**config.mk**
```make
export PLATFORM = sky130hd
export DESIGN_NAME = sdec_rr_scheduler
export DESIGN_NICKNAME = d
export VERILOG_FILES = /design/src/rtl/sdec_rr_scheduler.sv
export SDC_FILE = /design/constraint.sdc
export NUM_CORES = 1
export LEC_CHECK = 0
export CAP_MARGIN = 20
export CORE_MARGIN = 2
export CORE_UTILIZATION = 43
export DETAILED_ROUTE_END_ITERATION = 8
export GPL_TIMING_DRIVEN = 0
export PLACE_DENSITY = 0.67
export SYNTH_ARGS = -nofsm -noshare
export SYNTH_HDL_FRONTEND = slang
export SYNTH_SLANG_ARGS = --single-unit
```
**constraint.sdc**
```tcl
create_clock -name Clk -period 3.8 [get_ports Clk]
set_clock_uncertainty 0.1 [all_clocks]
set_input_delay 0.95 -clock Clk [delete_from_list [all_inputs] [get_ports Clk]]
set_output_delay 0.95 -clock Clk [all_outputs]
set_load 0.05 [all_outputs]
```
**src/rtl/sdec_rr_scheduler.sv**
```systemverilog
// rtl/sdec_rr_scheduler.sv - round-robin slot scheduler sharing one SDEC decrementer across NUM_CH countdown channels
// Optional feature macro: SDEC_SCHED_PREEMPT_EN (loads may restart an active channel)
module sdec_rr_scheduler #(
   parameter int DATAWIDTH = 32,
   parameter int NUM_CH    = 4,
   parameter int CHW       = 2
) (
   input  logic                        Clk,
   input  logic                        Rst,
   input  logic                        ld_valid,
   input  logic [CHW-1:0]              ld_ch,
   input  logic signed [DATAWIDTH-1:0] ld_val,
   output logic                        ld_ready,
   output logic signed [DATAWIDTH-1:0] dec_a,
   input  logic signed [DATAWIDTH-1:0] dec_d,
   output logic [NUM_CH-1:0]           busy,
   output logic [NUM_CH-1:0]           done,
   output logic [CHW-1:0]              cur_ch,
   output logic                        err
);
   typedef enum logic {S_IDLE = 1'b0, S_RUN = 1'b1} state_t;

   state_t                      r_state, w_state_nxt;
   logic signed [DATAWIDTH-1:0] r_cnt [NUM_CH];
   logic [NUM_CH-1:0]           r_busy, r_done, w_busy_nxt, w_done_nxt;
   logic [CHW-1:0]              r_ptr, w_ptr_nxt;
   logic                        r_err;
   logic                        w_ld_acc, w_ld_pos, w_ld_zero, w_ld_neg;
   logic                        w_slot_wr, w_slot_fin;

`ifdef SDEC_SCHED_PREEMPT_EN
   assign ld_ready = ~Rst;
`else
   assign ld_ready = ~Rst & ~r_busy[ld_ch];
`endif

   assign w_ld_acc  = ld_valid & ld_ready;
   assign w_ld_neg  = w_ld_acc & ld_val[DATAWIDTH-1];
   assign w_ld_zero = w_ld_acc & (ld_val == '0);
   assign w_ld_pos  = w_ld_acc & ~ld_val[DATAWIDTH-1] & (ld_val != '0);

   // A load to the channel owning this slot wins; the decrement result is dropped.
   assign w_slot_wr  = (r_state == S_RUN) & r_busy[r_ptr] & ~(w_ld_acc & (ld_ch == r_ptr));
   assign w_slot_fin = w_slot_wr & (dec_d == '0);

   always_comb begin
      w_busy_nxt  = r_busy;
      w_done_nxt  = '0;
      w_state_nxt = r_state;
      w_ptr_nxt   = '0;
      if (w_slot_fin) begin
         w_busy_nxt[r_ptr] = 1'b0;
         w_done_nxt[r_ptr] = 1'b1;
      end
      if (w_ld_acc) begin
         w_busy_nxt[ld_ch] = w_ld_pos;
         if (w_ld_zero) w_done_nxt[ld_ch] = 1'b1;
      end
      case (r_state)
         S_IDLE: if (|w_busy_nxt) w_state_nxt = S_RUN;
         S_RUN: begin
            if (~|w_busy_nxt) w_state_nxt = S_IDLE;
            else              w_ptr_nxt   = r_ptr + CHW'(1);
         end
      endcase
   end

   always_ff @(posedge Clk) begin
      if (Rst) begin
         r_state <= S_IDLE;
         r_busy  <= '0;
         r_done  <= '0;
         r_ptr   <= '0;
         r_err   <= 1'b0;
         for (int i = 0; i < NUM_CH; i++) r_cnt[i] <= '0;
      end else begin
         r_state <= w_state_nxt;
         r_busy  <= w_busy_nxt;
         r_done  <= w_done_nxt;
         r_ptr   <= w_ptr_nxt;
         if (w_ld_neg)  r_err <= 1'b1;
         if (w_slot_wr) r_cnt[r_ptr] <= dec_d;
         if (w_ld_pos)  r_cnt[ld_ch] <= ld_val;
      end
   end

   assign dec_a  = r_cnt[r_ptr];
   assign busy   = r_busy;
   assign done   = r_done;
   assign cur_ch = r_ptr;
   assign err    = r_err;

endmodule

```
# [Yosys cells after proc, flatten, opt, wreduce, memory -nomap -nowiden]
# Memories as Yosys holds them, arrays and structs flattened. A register that Yosys moved wholly into a read port is not among the register bits.
# Cells that the tools add are included.
[totals] output_inout_bits=44 reg_bits=12 inputBits=69 n_memories=1 elab_cells=70 mem_bits_rw=128
[classes] n_eq_ne=1 magnitude_cmp=4 n_reduce_logical=9 bitwise=19 muxes=30 addsub=1
[mem_list] memory="r_cnt" depth=4 width=32 rd=1 rd_ports_with_merged_regs=1 wr=4 line="24" rtl="logic signed [DATAWIDTH-1:0] r_cnt [NUM_CH];"
[op_table] operator="$logic_not 32->1" count=2
[op_table] operator="$mux 32" count=2
[op_table] operator="$reduce_or 32->1" count=2
[op_table] operator="$reduce_bool 32->1" count=1
[op_table] operator="$mux 4" count=5
[op_table] operator="$mux 1" count=15
[op_table] operator="$and 1x1->1" count=10
[op_table] operator="$lt 2x3->1 const B" count=2
[op_table] operator="$mux 2" count=3
[op_table] operator="$not 1->1" count=6
[op_table] operator="$and 4x4->4" count=1
[op_table] operator="$bmux 1 s2" count=2
[op_table] operator="$bwmux 4" count=1
[op_table] operator="$demux 1 s2" count=2
[op_table] operator="$ge 2x1->1 const B" count=2
[op_table] operator="$not 4->4" count=1
[op_table] operator="$or 4x4->4" count=1
[op_table] operator="$reduce_or 4->1" count=1
[op_table] operator="$reduce_or 3->1" count=1
[op_table] operator="$add 2x1->2 const B" count=1
[op_table] operator="$eq 2x2->1" count=1
[op_table] operator="$logic_and 1x1->1" count=2

# [Depth between registers and ports, before layout]
[depth] depth_word=16 ltp_mapped=10 depth_no_buf=7

# [Least setup slack after synthesis]
# OpenSTA, ideal clock, no wires.
[synth_path] path_kind="input to register" from="input port ld_ch[0]" to="memory r_cnt[3][0], enable pin" path_buffers=1 setup_ns=0.394 setup_slack_ns=-0.264 stages=6 arrival_ns=3.570 cell_sequence="mux4_2 > nor2_2 > nand2_1 > nor4_1 > buf_2 > nand2b_1"
[synth_lines] item="start, declared" line="11" rtl="input logic [CHW-1:0] ld_ch,"
[synth_lines] item="end, declared" line="24"

# [Worst setup path in the final report]
[layout_path] from="input port ld_ch[0]" to="output port ld_ready"
[layout_between] elab_chain_cells=4
[layout_lines] item="$bmux 1 s2" line="34" rtl="assign ld_ready = ~Rst & ~r_busy[ld_ch];"
[layout_lines] item="$mux 1 (not written as such)" line="34"
[layout_lines] item="$not 1->1" line="34"
[layout_lines] item="$and 1x1->1" line="34"
[layout_lines] item="end, declared" line="13" rtl="output logic ld_ready,"
# No other way between the ends. The select of a mux whose other input is x is not followed.

==> metrics.txt <==
outcome finished, violations left; violated checks negative setup slack; dpl ws -0.788 ns; Critical Path RT 2.75 ns; final core utilization 0.576; Post-synth EDFFs 128; Setup crit start kind input port; top cell type's share of synthesized area 0.559; Pre-antenna DRT Iters 5; Worst EP arrival 2.76 ns; layout cells sized above 1 0.173; part of the Yosys area used for sequential elements 0.594; Tcrit/Tclk final 1.00; VDD IR max 0.000329 V; Setup crit start ld_ch[0]; P_leak 3.35 nW; PwrDens 462 nW/µm²; # IOs 113; worst hold endpoint err; # rows 46; clock sink count 140; Placed Cells 823; placer congestion estimate 0.867; setup bufs post-CTS 0; synth top area cells edfxtp_1 (56%), mux4_2 (11%), a32o_1 (9.0%), a22o_1 (3.9%), nand2_1 (3.9%); Num CTS Buffers 17; Antenna Cells 0; die height 130 µm; worst slew pin tran 0.725 ns; worst hold path class flop to flop; Final Critical Period 3.81 ns; Layout Nets 700; DRC 0; CP max stage delay 0.61 ns; reg-to-reg endpoint r_cnt[0][23]; mapped cell area 6880 µm²; first-pass GRT wire length 32100 µm; Yosys warning count 0; Clk Latency, worst-skew pair 0.43 ns; clk root buf clkbuf_16; slew margin rel. 0.513; Initial Util 0.436; DR WL/cell 24.9 µm; Setup crit end kind output pin; Crit Reg-Reg Startpoint cur_ch[0]; Synth-to-Final Area Change 32.2%; Via density 6.29; Mapped Cells 495; top-count cell post-synth edfxtp_1; setup TNS -0.0171 ns; synth cell count leaders edfxtp_1 (128), nand2_1 (72), a32o_1 (62); htree depth 4; Yosys reg bits 140; initial DRC count 762; Mean Syn Cell Area 13.9 µm²; largest net degree at the start of global routing 33; DP Wirelength 13700 µm; crit path kind input port to output pin; Post-Syn Nets 568; CP Max Fanout 7; Final Max Slew Viols 0; initial antenna violation count 0; clk buf depth 2; Final setup viols 6; die width 130 µm; core area 15800 µm²; MaxCap Viol Count 0; reg2reg setup slack 0.69 ns; final hold violations 0; Worst-path clk slew 0.06 ns; Async S/R FF share, synth 0; largest area contributor in the netlist edfxtp_1; min-delay src err; GR Overflow Total 0; Die Footprint 17000 µm²; vias in the first global route 5556; ys flop type edfxtp_1; GRT Util Overall 0.259; fmax 262 MHz; Finished Layout Cells 856; IO buf count 112; Yosys cell types 33; cell depth of the worst flop-to-flop path 8; CP Cell Sequence clkdlybuf4s50_1 > mux4_2 > nor2_2 > clkdlybuf4s15_1; RSZ-0062 raised after global routing true; CP max-delay cell clkdlybuf4s50_1; Detailed Route WL 21300 µm; PnR worst setup slack -0.0122 ns; vias 5380; Routed Antenna Nets 0; Hold Path Cell Cnt 2; FILL cells 1281; CTS tree yes
-- metrics by stage --
stage | hold WS, ns | cell area, µm² | total power [mW]
3_5_place_dp | 0.367 | 8270 | 2.20
2_1_floorplan | 0.395 | 6880 | 1.98
3_3_place_gp | 0.357 | 8270 | 2.19
5_1_grt | 0.431 | 9090 | 4.29
6_report | 0.379 | 9090 | 4.20
4_1_cts | 0.387 | 9030 | 4.20
-- state kept, by name, indices dropped and copies added, names as in the netlist --
register  flops
busy          4
done          4
cur_ch        2
r_cnt       128
err           1
r_state       1
-- routing by layer --
metal  share of wire  GRT usage  up-vias
met1            0.40      0.333     2720
met4           0.018      0.110        0
li1                -          -     2315
met2            0.50      0.423      316
met5               0          0        -
met3           0.088     0.0639       29
-- kinds of logic (layout without fill, tap and decap cells) --
family          after synthesis  after routing  synth area share
compound gates              137            137             0.165
fa+ha+maj                     4              4           0.00728
buf+inv                      54            198            0.0340
flops                       140            140             0.594
mux                          35             35             0.111
simple gates                125            126            0.0890
-- layout make-up --
type	count	area, µm²	area share
Tap cell	216	270	0.0297
Inverter	6	22.5	0.00248
Clock inverter	15	293	0.0322
Buffer	48	231	0.0255
Multi-Input combinational cell	302	2600	0.286
Timing Repair Buffer	112	1160	0.128
Clock buffer	17	425	0.0468
Sequential cell	140	4080	0.449
-- placed cells by master, fill, tap and decap left out, types with 2 or more instances in the layout --
cell type / instances
a21oi_1: 3
a22o_1: 31
a31oi_1: 4
a32o_1: 62
and2_1: 2
and3_1: 9
buf_2: 25
buf_4: 3
bufinv_16: 8
clkbuf_1: 12
clkbuf_16: 17
clkbuf_2: 7
clkdlybuf4s50_1: 82
clkinv_2: 2
clkinv_4: 3
dfxtp_1: 12
dlygate4sd2_1: 9
dlymetal6s2s_1: 20
edfxtp_1: 128
ha_1: 4
inv_1: 6
mux2i_1: 2
mux4_2: 33
nand2_1: 72
nand2b_1: 2
nand2b_4: 2
nand3_1: 3
nand4_1: 3
nor2_1: 6
nor4_1: 17
o21a_1: 2
o21ai_0: 31
o21bai_1: 2
or3_4: 3
-- what timing repair did --
action                     4_1_cts  5_1_grt
resized for setup               36       25
hold buffers                     0        0
setup endpoints to repair      167      143
gates cloned                     1        0
-- critical path, delay by kind of cell --
| kind | cells | cell delay, ns |
|---|---|---|
| simple gates | 1 | 0.14 |
| buf+inv | 2 | 1.13 |
| mux | 1 | 0.54 |
-- worst max path at each step --
stage	end	slack, ns	depth (start not counted)
after floorplan	r_cnt[3][0]	0.10	6
after global placement	r_cnt[1][10]	-0.76	6
after detailed placement	r_cnt[1][8]	-0.79	6
after CTS	ld_ready	-0.02	4
after global routing	r_cnt[2][18]	-0.19	6
final	ld_ready	-0.01	4
-- power breakdown --
| group | switching (mW) | internal (mW) |
|---|---|---|
| clock | 0.665 | 1.36 |
| sequential | 0.0195 | 1.75 |
| combinational | 0.249 | 0.155 |
| total | 0.934 | 3.27 |
(Power assumes the default switching activity.)
